### config.mk
export PLATFORM = sky130hd
export DESIGN_NAME = demux_1x8_deser
export DESIGN_NICKNAME = d
export VERILOG_FILES = /design/src/rtl/demux_1x8_deser.sv
export SDC_FILE = /design/constraint.sdc
export NUM_CORES = 1
export LEC_CHECK = 0
export ABC_AREA = 1
export BUFFER_PORTS_ARGS = -buffer_cell sky130_fd_sc_hd__buf_4
export CELL_PAD_IN_SITES_DETAIL_PLACEMENT = 0
export CELL_PAD_IN_SITES_GLOBAL_PLACEMENT = 1
export CORE_ASPECT_RATIO = 0.6
export CORE_MARGIN = 10
export CORE_UTILIZATION = 39
export DETAILED_ROUTE_END_ITERATION = 12
export PLACE_DENSITY = 0.86
export SLEW_MARGIN = 20
export SYNTH_ARGS = -nofsm -noshare
export SYNTH_HDL_FRONTEND = slang
export SYNTH_SLANG_ARGS = --single-unit
### constraint.sdc
create_clock -name clk -period 1.6 [get_ports clk]
set_input_delay 0.16 -clock clk [delete_from_list [all_inputs] [get_ports clk]]
set_output_delay 0.16 -clock clk [all_outputs]
set_load 0.1 [all_outputs]
### src/rtl/demux_1x8_deser.sv
// -----------------------------------------------------------------------------
// demux_1x8_deser
//
// Receiving end of a time-multiplexed serial link. A remote 8x1 mux steps its
// select through 0..N-1 and places one bit per valid beat on a single wire.
// This block follows with its own slot counter. It collects the beats of a
// frame in a shadow register, then publishes the completed word together with
// a one-cycle valid strobe.
//
// A frame starts with a beat that has sof=1. A sof beat that arrives while a
// frame is only partly collected drops that frame, raises a one-cycle err
// pulse, and starts a new frame from slot 0.
//
// Parameters:
//   N   number of slots and the output word width (power of 2, >= 2)
//   SW  slot counter width, must equal log2(N)
//
// Ports:
//   clk        in   rising-edge clock for all state
//   rst_n      in   asynchronous active-low reset
//   din        in   serial data bit for the current slot
//   din_valid  in   din carries a valid beat this cycle
//   sof        in   start-of-frame, qualified by din_valid
//   s          out  slot index that the next valid beat will fill
//   o          out  last completed word, slot k on o[k]
//   o_valid    out  one-cycle pulse when o has just been updated
//   busy       out  high while a frame is partially collected
//   err        out  one-cycle pulse when a frame is aborted by an early sof
// -----------------------------------------------------------------------------
module demux_1x8_deser #(
    parameter int N  = 8,
    parameter int SW = 3
) (
    input  logic          clk,
    input  logic          rst_n,
    input  logic          din,
    input  logic          din_valid,
    input  logic          sof,
    output logic [SW-1:0] s,
    output logic [N-1:0]  o,
    output logic          o_valid,
    output logic          busy,
    output logic          err
);

    typedef enum logic {
        IDLE    = 1'b0,
        COLLECT = 1'b1
    } state_t;

    localparam logic [SW-1:0] LAST_SLOT  = SW'(N - 1);
    localparam logic [SW-1:0] FIRST_NEXT = SW'(1);

    state_t          state_q,   state_d;
    logic [SW-1:0]   s_q,       s_d;
    logic [N-1:0]    shadow_q,  shadow_d;
    logic [N-1:0]    o_q,       o_d;
    logic            o_valid_q, o_valid_d;
    logic            err_q,     err_d;

    // -------------------------------------------------------------------------
    // State register
    // -------------------------------------------------------------------------
    always_ff @(posedge clk or negedge rst_n) begin
        if (!rst_n) begin
            state_q   <= IDLE;
            s_q       <= '0;
            shadow_q  <= '0;
            o_q       <= '0;
            o_valid_q <= 1'b0;
            err_q     <= 1'b0;
        end else begin
            state_q   <= state_d;
            s_q       <= s_d;
            shadow_q  <= shadow_d;
            o_q       <= o_d;
            o_valid_q <= o_valid_d;
            err_q     <= err_d;
        end
    end

    // -------------------------------------------------------------------------
    // Next-state logic
    // -------------------------------------------------------------------------
    always_comb begin
        state_d   = state_q;
        s_d       = s_q;
        shadow_d  = shadow_q;
        o_d       = o_q;
        o_valid_d = 1'b0;
        err_d     = 1'b0;

        if (din_valid) begin
            unique case (state_q)
                IDLE: begin
                    // Beats without sof carry no frame alignment, so drop them.
                    if (sof) begin
                        shadow_d    = '0;
                        shadow_d[0] = din;
                        s_d         = FIRST_NEXT;
                        state_d     = COLLECT;
                    end
                end

                COLLECT: begin
                    if (sof) begin
                        // Resync: this beat is slot 0 of a fresh frame. o is
                        // left alone because the dropped frame never finished.
                        err_d       = 1'b1;
                        shadow_d    = '0;
                        shadow_d[0] = din;
                        s_d         = FIRST_NEXT;
                    end else begin
                        shadow_d[s_q] = din;
                        if (s_q == LAST_SLOT) begin
                            // The final bit bypasses the shadow so that the
                            // word is published on the same edge.
                            o_d       = {din, shadow_q[N-2:0]};
                            o_valid_d = 1'b1;
                            s_d       = '0;
                            state_d   = IDLE;
                        end else begin
                            s_d = s_q + FIRST_NEXT;
                        end
                    end
                end

                default: begin
                    state_d = IDLE;
                end
            endcase
        end
    end

    // -------------------------------------------------------------------------
    // Outputs
    // -------------------------------------------------------------------------
    assign s       = s_q;
    assign o       = o_q;
    assign o_valid = o_valid_q;
    assign err     = err_q;
    assign busy    = (state_q == COLLECT);

endmodule

# --- Word level (Yosys, flattened, before mapping) ---
# Index checks and enable logic that the tools add are counted.
classes:
  addsub: 1
  mul: 0
  n_div: 0
  n_lt_le_gt_ge: 2
  n_eq_ne: 2
  shift: 0
  mux: 20
  bitwise_logic: 2
  reduce_logical: 3
ops:
  columns: ["op", "count"]
  rows:
  - ["8-bit two-way mux", 2]
  - ["8-bit case mux with 2 select lines", 1]
  - ["1-bit two-way mux", 10]
  - ["3-bit two-way mux", 3]
  - ["8-bit bitwise mux", 1]
  - ["3-bit case mux with 2 select lines", 1]
  - ["3-bit by 4-bit < comparator with 1-bit output (second input constant)", 1]
  - ["4-bit AND reduction", 1]
  - ["3-bit by 1-bit adder with 3-bit output (second input constant)", 1]
  - ["1-bit demux with 3-bit select", 1]
  - ["3-bit equality test (second input constant)", 1]
  - ["3-bit by 1-bit greater-or-equal comparator with 1-bit output (second input constant)", 1]
  - ["2-bit inequality test (second input constant)", 1]
  - ["1-bit NOT", 2]
  - ["1-bit case mux with 2 select lines", 1]
  - ["2-bit AND reduction", 1]
  - ["1-bit logical AND", 1]
word_totals:
  register_bits: 22
  latch_bits: 0
  mem_bits_rw: 0
  romBits: 0
  inputBits: 5
  out_inout_bits: 14
  wordCells: 36
  n_memories: 0

# --- Longest topological paths before layout ---
# Gate-level depths: netlist (run 1).
depth:
  ltp_word: 7
  mapped_depth: 7

# --- Worst setup path before layout (run 1) ---
# No wires, ideal clock.
synth_timing:
  path_type: "register to register"
  startpoint: "reg s_q[0], in the netlist s[0]"
  endpoint: "reg o_q[5], in the netlist o[5]"
  setup_time_ps: 122
  arrival_time_ps: 1883
  slack_ps: -406
  stages_incl_launch_ff: 7
  path_buffers: 1
  synth_period_minus_slack_ps: 2006
  path_cell_list: "dfrtp_1 ha_1 ha_1 nand3_4 buf_6 nand2_1 o21ai_2"
synth_via:
  elab_chain_cells: 2
synth_rtl:
  columns: ["element", "line", "rtl"]
  rows:
  - ["start: declaration", "55", "logic [SW-1:0] s_q, s_d;"]
  - ["start signal: assignment", "67", "s_q <= '0;"]
  - ["start signal: assignment", "74", "s_q <= s_d;"]
  - ["3-bit equality test", "115", "if (s_q == LAST_SLOT) begin"]
  - ["4-bit AND reduction (no source line)", null, null]
  - ["end signal: assignment", "69", "o_q <= '0;"]
  - ["end signal: assignment", "76", "o_q <= o_d;"]
  - ["end: declaration", "57", "logic [N-1:0] o_q, o_d;"]
# Every way passes these cells.
# A chain may end at the register's enable or synchronous reset.

# --- Worst setup path in the final report (run 1) ---
layout_timing:
  startpoint: "reg s_q[0], in the netlist s[0]"
  endpoint: "reg o_q[4], in the netlist o[4]"
# Same word-level chain as after synthesis.

==> run summary, run 1 <==
status -> completed
DR DRC count -> 0
Vias -> 761
crit path kind -> register to register
RSZ-0062 raised after global routing -> false
Placeable Area -> 0.002277 sq mm
H-tree levels -> 1
post-synthesis sequential area ratio -> 0.5385
initial DRC count -> 42
worst r2r src -> s[0]
# rows -> 13
Setup TNS Final -> 0 ns
Mean Syn Cell Area -> 8.954 sq um
Initial Utilization -> 0.4286
clock power share -> 0.235
CTS sink count -> 21
full die area -> 0.004969 sq mm
gpl congestion -> 0.8070
CP required -> 1.76 ns
synthesized instance count -> 109
Clk Latency, worst-skew pair -> 0.26 ns
DRT Pass-1 Iters -> 4
post-route clock period utilization -> 0.9355
Clock Path Buffers -> 2
Inserted Diodes -> 0
vias in the first global route -> 761
leakage power -> 0.6121 nW
overall power -> 0.001502 W
PostCTS Resize Cnt -> 0
CP Capture Type -> register
die width -> 84.58 microns
first-pass GRT wire length -> 3.608 mm
CP startpoint -> s[0]
Internal Dissipation -> 0.0008777 W
Final ANT Viol Nets -> 0
GRT Residual Overflow -> 0
max_slew headroom -> 0.8166
total track usage -> 0.08749
dpl cell area -> 0.001147 sq mm
worst hold path class -> input port to register
switching pwr -> 0.0006247 W
max-cap violation count -> 0
Post-CTS Setup Bufs -> 0
CTS tree -> yes
worst-path fanout max -> 16
data arrival time of the worst path -> 1.65 ns
Syn Nets -> 116
Worst Skew -> 0.004357 ns
max-slew violation count -> 0
Synth Warn # -> 0
post-detail-place hpwl -> 1.526 mm
I/O pin total -> 19
initial antenna violation count -> 0
Cell Area, Synth -> 975.9 sq um
routed vias/inst -> 4.727
PwrDens -> 1248 mW/mm^2
area grow syn2layout -> 23.33%
count of unique library cells instantiated by Yosys -> 15
Worst Tran Pin Value -> 0.2752 ns
synthesized flop and latch total -> 21
IO Port Bufs -> 18
Seq pwr share -> 0.423
# hold bufs at CTS -> 1
maximum clock frequency -> 668.1 MHz
Num CTS Buffers -> 3
CP Launch Type -> register
CTS clk-pin slew, worst paths -> 0.08 ns
Max IR drop VDD -> 0.4929 mV
Die Ht -> 58.75 microns
Comb pwr share -> 0.342
nets@finish -> 139
cell area after layout -> 0.001204 sq mm
fin crit period -> 1.497 ns
largest net degree at the start of global routing -> 22
routed wire length -> 2.014 mm
Switching Share -> 0.4158
min-delay src -> sof
Root Driver -> clkbuf_8
Setup violations, final -> 0
Fin. Hold Viols -> 0
Avg WL per Cell -> 12.51 microns
share of cells above drive strength 1 -> 0.2824
==> final timing paths <==
path	end	slack, ns	depth (start not counted)
worst max-delay path	o[4]	0.10	6
worst min-delay path	busy	0.16	3
worst max register to register	o[4]	0.10	6
worst min register to register	o[2]	0.49	2
max in group asynchronous	s[0]	1.05	2
min in group asynchronous	shadow_q[5]	0.31	2
==> synth_stat cells, drive strengths merged <==
master	n	area (sq um)
a21oi	1	5.000
buf	1	11.26
dfrtp	21	525.5
ha	2	25.02
inv	17	68.82
nand2	24	100.1
nand3	11	67.57
nor2	11	41.29
o21ai	21	131.4
==> worst max-delay path, cell delays in order (launching register included) <==
cell     delay [ns]
dfrtp_4        0.52
ha_1           0.22
ha_1           0.24
nand3_4        0.22
inv_1          0.09
nand2_1        0.06
nand2_1        0.04
==> registers in the layout (all words and copies together) (netlist names) <==
signal and cells:
busy 1, err 1, o 8, o_valid 1, s 3, shadow_q 7
==> per-layer routing <==
metal	vias to the layer above	share of wire	GRT usage
li1	390	-	-
met1	351	0.50	0.1139
met2	18	0.40	0.1222
met3	2	0.095	0.05632
met4	0	0.0060	0.007009
met5	-	0	0
==> placed cells by master, fill, tap and decap left out <==
master	Yosys	final
a21oi_1	1	1
buf_4	0	18
clkbuf_8	0	3
clkinv_2	0	1
dfrtp_1	21	17
dfrtp_2	0	2
dfrtp_4	0	2
dlygate4sd3_1	0	1
ha_1	2	2
inv_1	16	16
inv_6	1	1
nand2_1	22	22
nand2_2	1	1
nand2_4	1	1
nand3_1	10	10
nand3_4	1	1
nor2_1	11	11
o21ai_0	13	13
o21ai_1	1	1
o21ai_2	7	7
==> logic make-up after synthesis <==
logic type / count (synthesis) / share of synthesized area
fa+ha+maj: 2 / 0.02564
simple gates: 46 / 0.2141
buf+inv: 18 / 0.08205
flops: 21 / 0.5385
compound gates: 22 / 0.1397
==> power by group through the flow <==
stage / Clock (W) / Sequential (W) / Combinational [W]
after floorplan: 0 / 0.000900 / 0.000138
after global placement: 0 / 0.000643 / 0.000516
after detailed placement: 0 / 0.000645 / 0.000517
after CTS: 0.000365 / 0.000635 / 0.000521
after global routing: 0.000392 / 0.000644 / 0.000557
final: 0.000353 / 0.000635 / 0.000514
==> cell type report <==
| cell class | count | area (sq um) |
|---|---|---|
| clock buffers | 3 | 41.29 |
| clock inverters | 1 | 5.005 |
| fillers | 218 | 1074 |
| inverters | 17 | 68.82 |
| multi-input cells | 70 | 370.4 |
| flip-flops and latches | 21 | 535.5 |
| well taps | 30 | 37.54 |
| repair buffers | 19 | 145.1 |
==> metrics by stage <==
stage,setup WS [ns],cells,utilization,hold WS (ns)
2_1_floorplan,0.02046,109,-,-0.1356
3_3_place_gp,0.1566,156,0.5038,0.05984
3_5_place_dp,0.1163,156,0.5038,0.06372
4_1_cts,0.1057,161,0.5286,0.1579
5_1_grt,0.004939,161,0.5286,0.1679
6_report,0.1032,161,0.5286,0.1611
No activity file was read; power rests on OpenSTA's default activity.
==> inputs of run 2 (changes only) <==
--- a/config.mk
+++ b/config.mk
@@ -7,13 +7,13 @@
 export LEC_CHECK = 0
 export ABC_AREA = 1
 export BUFFER_PORTS_ARGS = -buffer_cell sky130_fd_sc_hd__buf_4
-export CELL_PAD_IN_SITES_DETAIL_PLACEMENT = 0
-export CELL_PAD_IN_SITES_GLOBAL_PLACEMENT = 1
+export CELL_PAD_IN_SITES_DETAIL_PLACEMENT = 1
+export CELL_PAD_IN_SITES_GLOBAL_PLACEMENT = 2
 export CORE_ASPECT_RATIO = 0.6
 export CORE_MARGIN = 10
-export CORE_UTILIZATION = 39
+export CORE_UTILIZATION = 31
 export DETAILED_ROUTE_END_ITERATION = 12
-export PLACE_DENSITY = 0.86
+export PLACE_DENSITY = 0.85
 export SLEW_MARGIN = 20
 export SYNTH_ARGS = -nofsm -noshare
 export SYNTH_HDL_FRONTEND = slang
==> run 2 against run 1 <==
Effect of this change: die area is 18% higher; worst hold slack better by 0.0089 ns; first-iteration DRC count fell by 64%; maximum frequency increased by 3.0%; sequential share of layout area down 2.1 points; register-to-register slack gained 0.04 ns; worst setup slack gained 0.044 ns; critical path depth down 1; routed wire length grew 22%; highest routed layer unchanged.
==> run summary, run 2 (synthesis gave the netlist of run 1 again) <==
status -> completed (unchanged)
Worst Tran Pin Value -> 0.2740 ns (was 0.2752 ns)
gpl congestion -> 0.7838 (was 0.8070)
Max IR drop VDD -> 0.4632 mV (was 0.4929 mV)
full die area -> 0.005866 sq mm (was 0.004969 sq mm)
post-detail-place hpwl -> 1.821 mm (was 1.526 mm)
Final ANT Viol Nets -> 0 (unchanged)
top sig layer -> met4 (unchanged)
fin crit period -> 1.453 ns (was 1.497 ns)
Setup violations, final -> 0 (unchanged)
Fin. Hold Viols -> 0 (unchanged)
met2 wire len -> 1.083 mm (was 810 microns)
initial antenna violation count -> 0 (unchanged)
PostCTS Resize Cnt -> 0 (unchanged)
maximum clock frequency -> 688.1 MHz (was 668.1 MHz)
Vias -> 806 (was 761)
Setup TNS Final -> 0 ns (unchanged)
I/O pin total -> 19 (unchanged)
CP Capture Type -> register (unchanged)
PwrDens -> 1202 mW/mm^2 (was 1248 mW/mm^2)
RSZ-0062 raised after global routing -> false (unchanged)
max_slew headroom -> 0.8174 (was 0.8166)
CP startpoint -> s[0] (unchanged)
Clock Path Buffers -> 2 (unchanged)
total track usage -> 0.08998 (was 0.08749)
GRT Residual Overflow -> 0 (unchanged)
Inserted Diodes -> 0 (unchanged)
routed wire length -> 2.448 mm (was 2.014 mm)
die width -> 92.44 microns (was 84.58 microns)
DR DRC count -> 0 (unchanged)
Clk Latency, worst-skew pair -> 0.27 ns (was 0.26 ns)
CTS sink count -> 21 (unchanged)
max-slew violation count -> 0 (unchanged)
nets@finish -> 145 (was 139)
IO Port Bufs -> 18 (unchanged)
first-pass GRT wire length -> 4.236 mm (was 3.608 mm)
vias in the first global route -> 846 (was 761)
max-cap violation count -> 0 (unchanged)
most frequent cells in the layout -> buf_4 (24), nand2_1 (22), dfrtp_1 (17), inv_1 (16), o21ai_0 (13) (was nand2_1 (22), buf_4 (18), dfrtp_1 (17), inv_1 (16), o21ai_0 (13))
data arrival time of the worst path -> 1.61 ns (was 1.65 ns)
Avg WL per Cell -> 13.68 microns (was 12.51 microns)
worst-path fanout max -> 16 (unchanged)
dpl cell area -> 0.001162 sq mm (was 0.001147 sq mm)
CP required -> 1.76 ns (about the same)
fillers -> 354 (was 218)
H-tree levels -> 1 (unchanged)
crit path kind -> register to register (unchanged)
largest net degree at the start of global routing -> 22 (unchanged)
CTS clk-pin slew, worst paths -> 0.08 ns (about the same)
Hold WS -> 0.1700 ns (was 0.1611 ns)
CP Launch Type -> register (unchanged)
met3 wire length -> 171 microns (was 192 microns)
final core utilization -> 0.4289 (was 0.5286)
Initial Utilization -> 0.3312 (was 0.4286)
reg-to-reg endpoint -> o[3] (was o[4])
area grow syn2layout -> 29.49% (was 23.33%)
routed vias/inst -> 4.503 (was 4.727)
cell area after layout -> 0.001264 sq mm (was 0.001204 sq mm)
CTS tree -> yes (unchanged)
worst reg2reg setup slack -> 0.15 ns (was 0.10 ns)
wire length on met1 -> 1.160 mm (was 999 microns)
dpl cells -> 168 (was 156)
Placeable Area -> 0.002947 sq mm (was 0.002277 sq mm)
leakage power -> 0.6370 nW (was 0.6121 nW)
post-route clock period utilization -> 0.9083 (was 0.9355)
Worst Setup EP -> o[3] (was o[4])
initial DRC count -> 15 (was 42)
Num CTS Buffers -> 3 (unchanged)
FF-to-FF path depth -> 5 (was 6)
# rows -> 15 (was 13)
worst hold path class -> input port to register (unchanged)
Non-Filler Instances -> 179 (was 161)
Root Driver -> clkbuf_8 (unchanged)
share of cells above drive strength 1 -> 0.3139 (was 0.2824)
worst r2r src -> s[0] (unchanged)
Largest register FFs -> 8 (unchanged)
Worst Skew -> 0.002065 ns (was 0.004357 ns)
Die Ht -> 63.46 microns (was 58.75 microns)
DRT Pass-1 Iters -> 4 (unchanged)
most common cell after layout, fill and taps aside -> buf_4 (was nand2_1)
-- run 2: changes by cell type in the layout (fill, tap and decap cells not counted), sizes merged --
| cell | delta |
|---|---|
| buf | +6 |
-- run 2: per-layer routing --
metal / vias to the layer above / global-route usage
met5: - / 0
met4: 0 / 0.03448
met3: 4 / 0.04137
met2: 19 / 0.1360
met1: 383 / 0.1085
li1: 400 / -
-- run 2: through the flow --
stage | total power, W | worst slack [ns]
finish | 0.001519 | 0.1467
global route | 0.001609 | 0.04050
CTS | 0.001546 | 0.08662
detailed placement | 0.001175 | 0.1044
global placement | 0.001164 | 0.1349
floorplan | 0.001038 | 0.02046
-- run 2: worst min path at each step --
stage / cells past startpoint / to / slack (ns) / start
after floorplan: 0 / busy / -0.14 / rst_n
after global placement: 1 / o[6] / 0.06 / rst_n
after detailed placement: 1 / o[6] / 0.07 / rst_n
after CTS: 3 / busy / 0.17 / sof
after global routing: 4 / busy / 0.22 / din_valid
final: 3 / busy / 0.17 / sof
-- run 2: area by class of cell --
cell class	instances	area (sq um)	area share
multi-input combinational	70	370.4	0.2931
timing repair buffer	25	190.2	0.1505
clock inverter	1	5.005	0.003960
clock buffer	3	41.29	0.03267
tap	42	52.55	0.04158
sequential	21	535.5	0.4238
inverter	17	68.82	0.05446
-- run 2: critical path, cell delays in order (launching register included) --
cell and delay, ns:
dfrtp_4 0.52, ha_1 0.22, ha_1 0.24, nand3_4 0.17, buf_4 0.15, o21ai_2 0.04
-- run 2: what timing repair did --
action / in CTS / in global routing
endpoints found under the setup margin: 0 / 1
hold buffers: 1 / 0
endpoints found under the hold margin: 21 / 0
setup buffers: 0 / 6
-- run 2: power by group --
group	leakage [nW]	switching, W	internal [W]	total (W)
Sequential	0.274	0.0000447	0.000592	0.000636
Combinational	0.338	0.000412	0.000114	0.000525
Clock	0.0255	0.000184	0.000174	0.000358
==> inputs of run 3 (changes only) <==
--- a/config.mk
+++ b/config.mk
@@ -11,9 +11,10 @@
 export CELL_PAD_IN_SITES_GLOBAL_PLACEMENT = 2
 export CORE_ASPECT_RATIO = 0.6
 export CORE_MARGIN = 10
-export CORE_UTILIZATION = 31
+export CORE_UTILIZATION = 34
 export DETAILED_ROUTE_END_ITERATION = 12
-export PLACE_DENSITY = 0.85
+export MAX_ROUTING_LAYER = met4
+export PLACE_DENSITY = 0.91
 export SLEW_MARGIN = 20
 export SYNTH_ARGS = -nofsm -noshare
 export SYNTH_HDL_FRONTEND = slang
==> constraint.sdc (replaced) <==
create_clock -name clk -period 1.85 [get_ports clk]
set_input_delay 0.185 -clock clk [delete_from_list [all_inputs] [get_ports clk]]
set_output_delay 0.185 -clock clk [all_outputs]
set_load 0.1 [all_outputs]
==> run 3 against run 2 <==
Effect of this change: clock skew increased by 0.00078 ns; global-route usage increased by 0.80 points; combinational power decreased by 13%; final cell count decreased by 8.9%; clock power decreased by 16%; first-iteration DRC count increased by 60%; flip-flop and latch count unchanged; die area decreased by 6.5%; register-to-register slack improved by 0.22 ns; total power decreased by 14%; routed wire length decreased by 2.9%; via count decreased by 4.5%; critical path type unchanged.
==> run summary, run 3 (synthesis gave the netlist of run 1 again) <==
status -> completed (unchanged)
fin crit period -> 1.483 ns (was 1.453 ns)
IO Port Bufs -> 18 (unchanged)
dpl ws -> 0.3832 ns (was 0.1044 ns)
crit path kind -> register to register (unchanged)
switching pwr -> 0.0005498 W (was 0.0006402 W)
Placeable Area -> 0.002628 sq mm (was 0.002947 sq mm)
Initial Utilization -> 0.3714 (was 0.3312)
max_slew headroom -> 0.8118 (was 0.8174)
gpl congestion -> 0.7589 (was 0.7838)
Setup TNS Final -> 0 ns (unchanged)
share of cells above drive strength 1 -> 0.2748 (was 0.3139)
area grow syn2layout -> 22.95% (was 29.49%)
met1 Use GR -> 0.1209 (was 0.1085)
worst reg2reg setup slack -> 0.37 ns (was 0.15 ns)
# rows -> 14 (was 15)
Worst Skew -> 0.002844 ns (was 0.002065 ns)
Inserted Diodes -> 0 (unchanged)
final setup margin -> 0.3671 ns (was 0.1467 ns)
Seq pwr share -> 0.419 (about the same)
CP required -> 2.00 ns (was 1.76 ns)
reg-to-reg endpoint -> o[4] (was o[3])
Max IR drop VDD -> 0.5122 mV (was 0.4632 mV)
Worst Tran Pin Value -> 0.2824 ns (was 0.2740 ns)
DRT Pass-1 Iters -> 4 (unchanged)
Post-CTS Setup Bufs -> 0 (unchanged)
CP Launch Type -> register (unchanged)
I/O pin total -> 19 (unchanged)
fillers -> 316 (was 354)
post-route clock period utilization -> 0.8016 (was 0.9083)
Root Driver -> clkbuf_8 (unchanged)
total track usage -> 0.09802 (was 0.08998)
Avg WL per Cell -> 14.58 microns (was 13.68 microns)
Fin. Hold Viols -> 0 (unchanged)
PwrDens -> 1087 mW/mm^2 (was 1202 mW/mm^2)
Internal Dissipation -> 0.0007541 W (was 0.0008791 W)
Setup violations, final -> 0 (unchanged)
vias in the first global route -> 819 (was 846)
leakage power -> 0.6124 nW (was 0.6370 nW)
max-cap violation count -> 0 (unchanged)
Die Ht -> 61.50 microns (was 63.46 microns)
Largest register FFs -> 8 (unchanged)
most frequent cells in the layout -> nand2_1 (22), dfrtp_1 (18), buf_4 (18), inv_1 (16), o21ai_0 (13) (was buf_4 (24), nand2_1 (22), dfrtp_1 (17), inv_1 (16), o21ai_0 (13))
first-pass GRT wire length -> 4.029 mm (was 4.236 mm)
area used by multi-input combinational logic -> 370.4 sq um (unchanged)
Switching Share -> 0.4217 (was 0.4214)
Num CTS Buffers -> 3 (unchanged)
RSZ-0062 raised after global routing -> false (unchanged)
full die area -> 0.005484 sq mm (was 0.005866 sq mm)
clock power share -> 0.231 (was 0.236)
DR DRC count -> 0 (unchanged)
most common cell after layout, fill and taps aside -> nand2_1 (was buf_4)
# hold bufs at CTS -> 1 (unchanged)
max-slew violation count -> 0 (unchanged)
worst-path fanout max -> 16 (unchanged)
Clock Path Buffers -> 2 (unchanged)
CTS tree -> yes (unchanged)
CP startpoint -> s[0] (unchanged)
nets@finish -> 139 (was 145)
largest net degree at the start of global routing -> 22 (unchanged)
worst hold path class -> input port to register (unchanged)
CTS sink count -> 21 (unchanged)
initial antenna violation count -> 0 (unchanged)
Clk Latency, worst-skew pair -> 0.26 ns (was 0.27 ns)
maximum clock frequency -> 674.4 MHz (was 688.1 MHz)
CTS clk-pin slew, worst paths -> 0.08 ns (about the same)
Comb pwr share -> 0.350 (was 0.346)
Vias -> 770 (was 806)
die width -> 89.17 microns (was 92.44 microns)
routed wire length -> 2.377 mm (was 2.448 mm)
initial DRC count -> 24 (was 15)
register area -> 529.3 sq um (was 535.5 sq um)
worst r2r src -> s[0] (unchanged)
Worst Setup EP -> o[4] (was o[3])
post-detail-place hpwl -> 1.845 mm (was 1.821 mm)
met3 Usage GRT -> 0.03294 (was 0.04137)
grt met2 use -> 0.1535 (was 0.1360)
data arrival time of the worst path -> 1.63 ns (was 1.61 ns)
GRT Residual Overflow -> 0 (unchanged)
FF-to-FF path depth -> 6 (was 5)
PostCTS Resize Cnt -> 0 (unchanged)
Final ANT Viol Nets -> 0 (unchanged)
routed vias/inst -> 4.724 (was 4.503)
H-tree levels -> 1 (unchanged)
GR peak layer -> met2 (unchanged)
CP Capture Type -> register (unchanged)
run 3: area by class of cell:
class | instances | area share
clock buffer | 3 | 0.03441
clock inverter | 1 | 0.004171
inverter | 17 | 0.05735
multi-input combinational | 70 | 0.3087
sequential | 21 | 0.4411
tap | 32 | 0.03337
timing repair buffer | 19 | 0.1210
run 3: metal layers:
metal	wire length, microns	part of all wire
met2	1062	0.45
met1	1180	0.50
met4	8	0.0034
met3	126	0.053
met5	0	0
run 3: worst min path at each step:
stage / depth (start not counted) / slack (ns) / end / startpoint
after global placement: 1 / 0.08 / o[3] / rst_n
after detailed placement: 1 / 0.09 / o[2] / rst_n
after floorplan: 0 / -0.11 / busy / rst_n
final: 3 / 0.22 / busy / sof
after global routing: 3 / 0.23 / o[7] / din
after CTS: 3 / 0.21 / busy / sof
run 3: worst max-delay path, stage by stage, from the launching register on:
cell     delay (ns)
dfrtp_2        0.46
ha_1           0.22
ha_1           0.25
nand3_4        0.24
inv_1          0.09
nand2_1        0.06
nand2_1        0.05
run 3: power by group through the flow:
| stage | combinational [W] | sequential, W | clock (W) |
|---|---|---|---|
| global route | 0.000489 | 0.000555 | 0.000330 |
| CTS | 0.000462 | 0.000547 | 0.000314 |
| finish | 0.000456 | 0.000547 | 0.000301 |
| floorplan | 0.000120 | 0.000773 | 0 |
| detailed placement | 0.000458 | 0.000555 | 0 |
| global placement | 0.000448 | 0.000551 | 0 |
run 3: through the flow:
stage	std cells	util	power [W]	hold slack [ns]	area [sq um]
final	163	0.4567	0.001304	0.2165	1200
after global routing	163	0.4567	0.001374	0.2286	1200
after CTS	163	0.4567	0.001323	0.2149	1200
after detailed placement	158	0.4352	0.001013	0.09159	1144
after global placement	158	0.4352	0.0009991	0.08365	1144
after floorplan	109	-	0.0008925	-0.1106	979.7
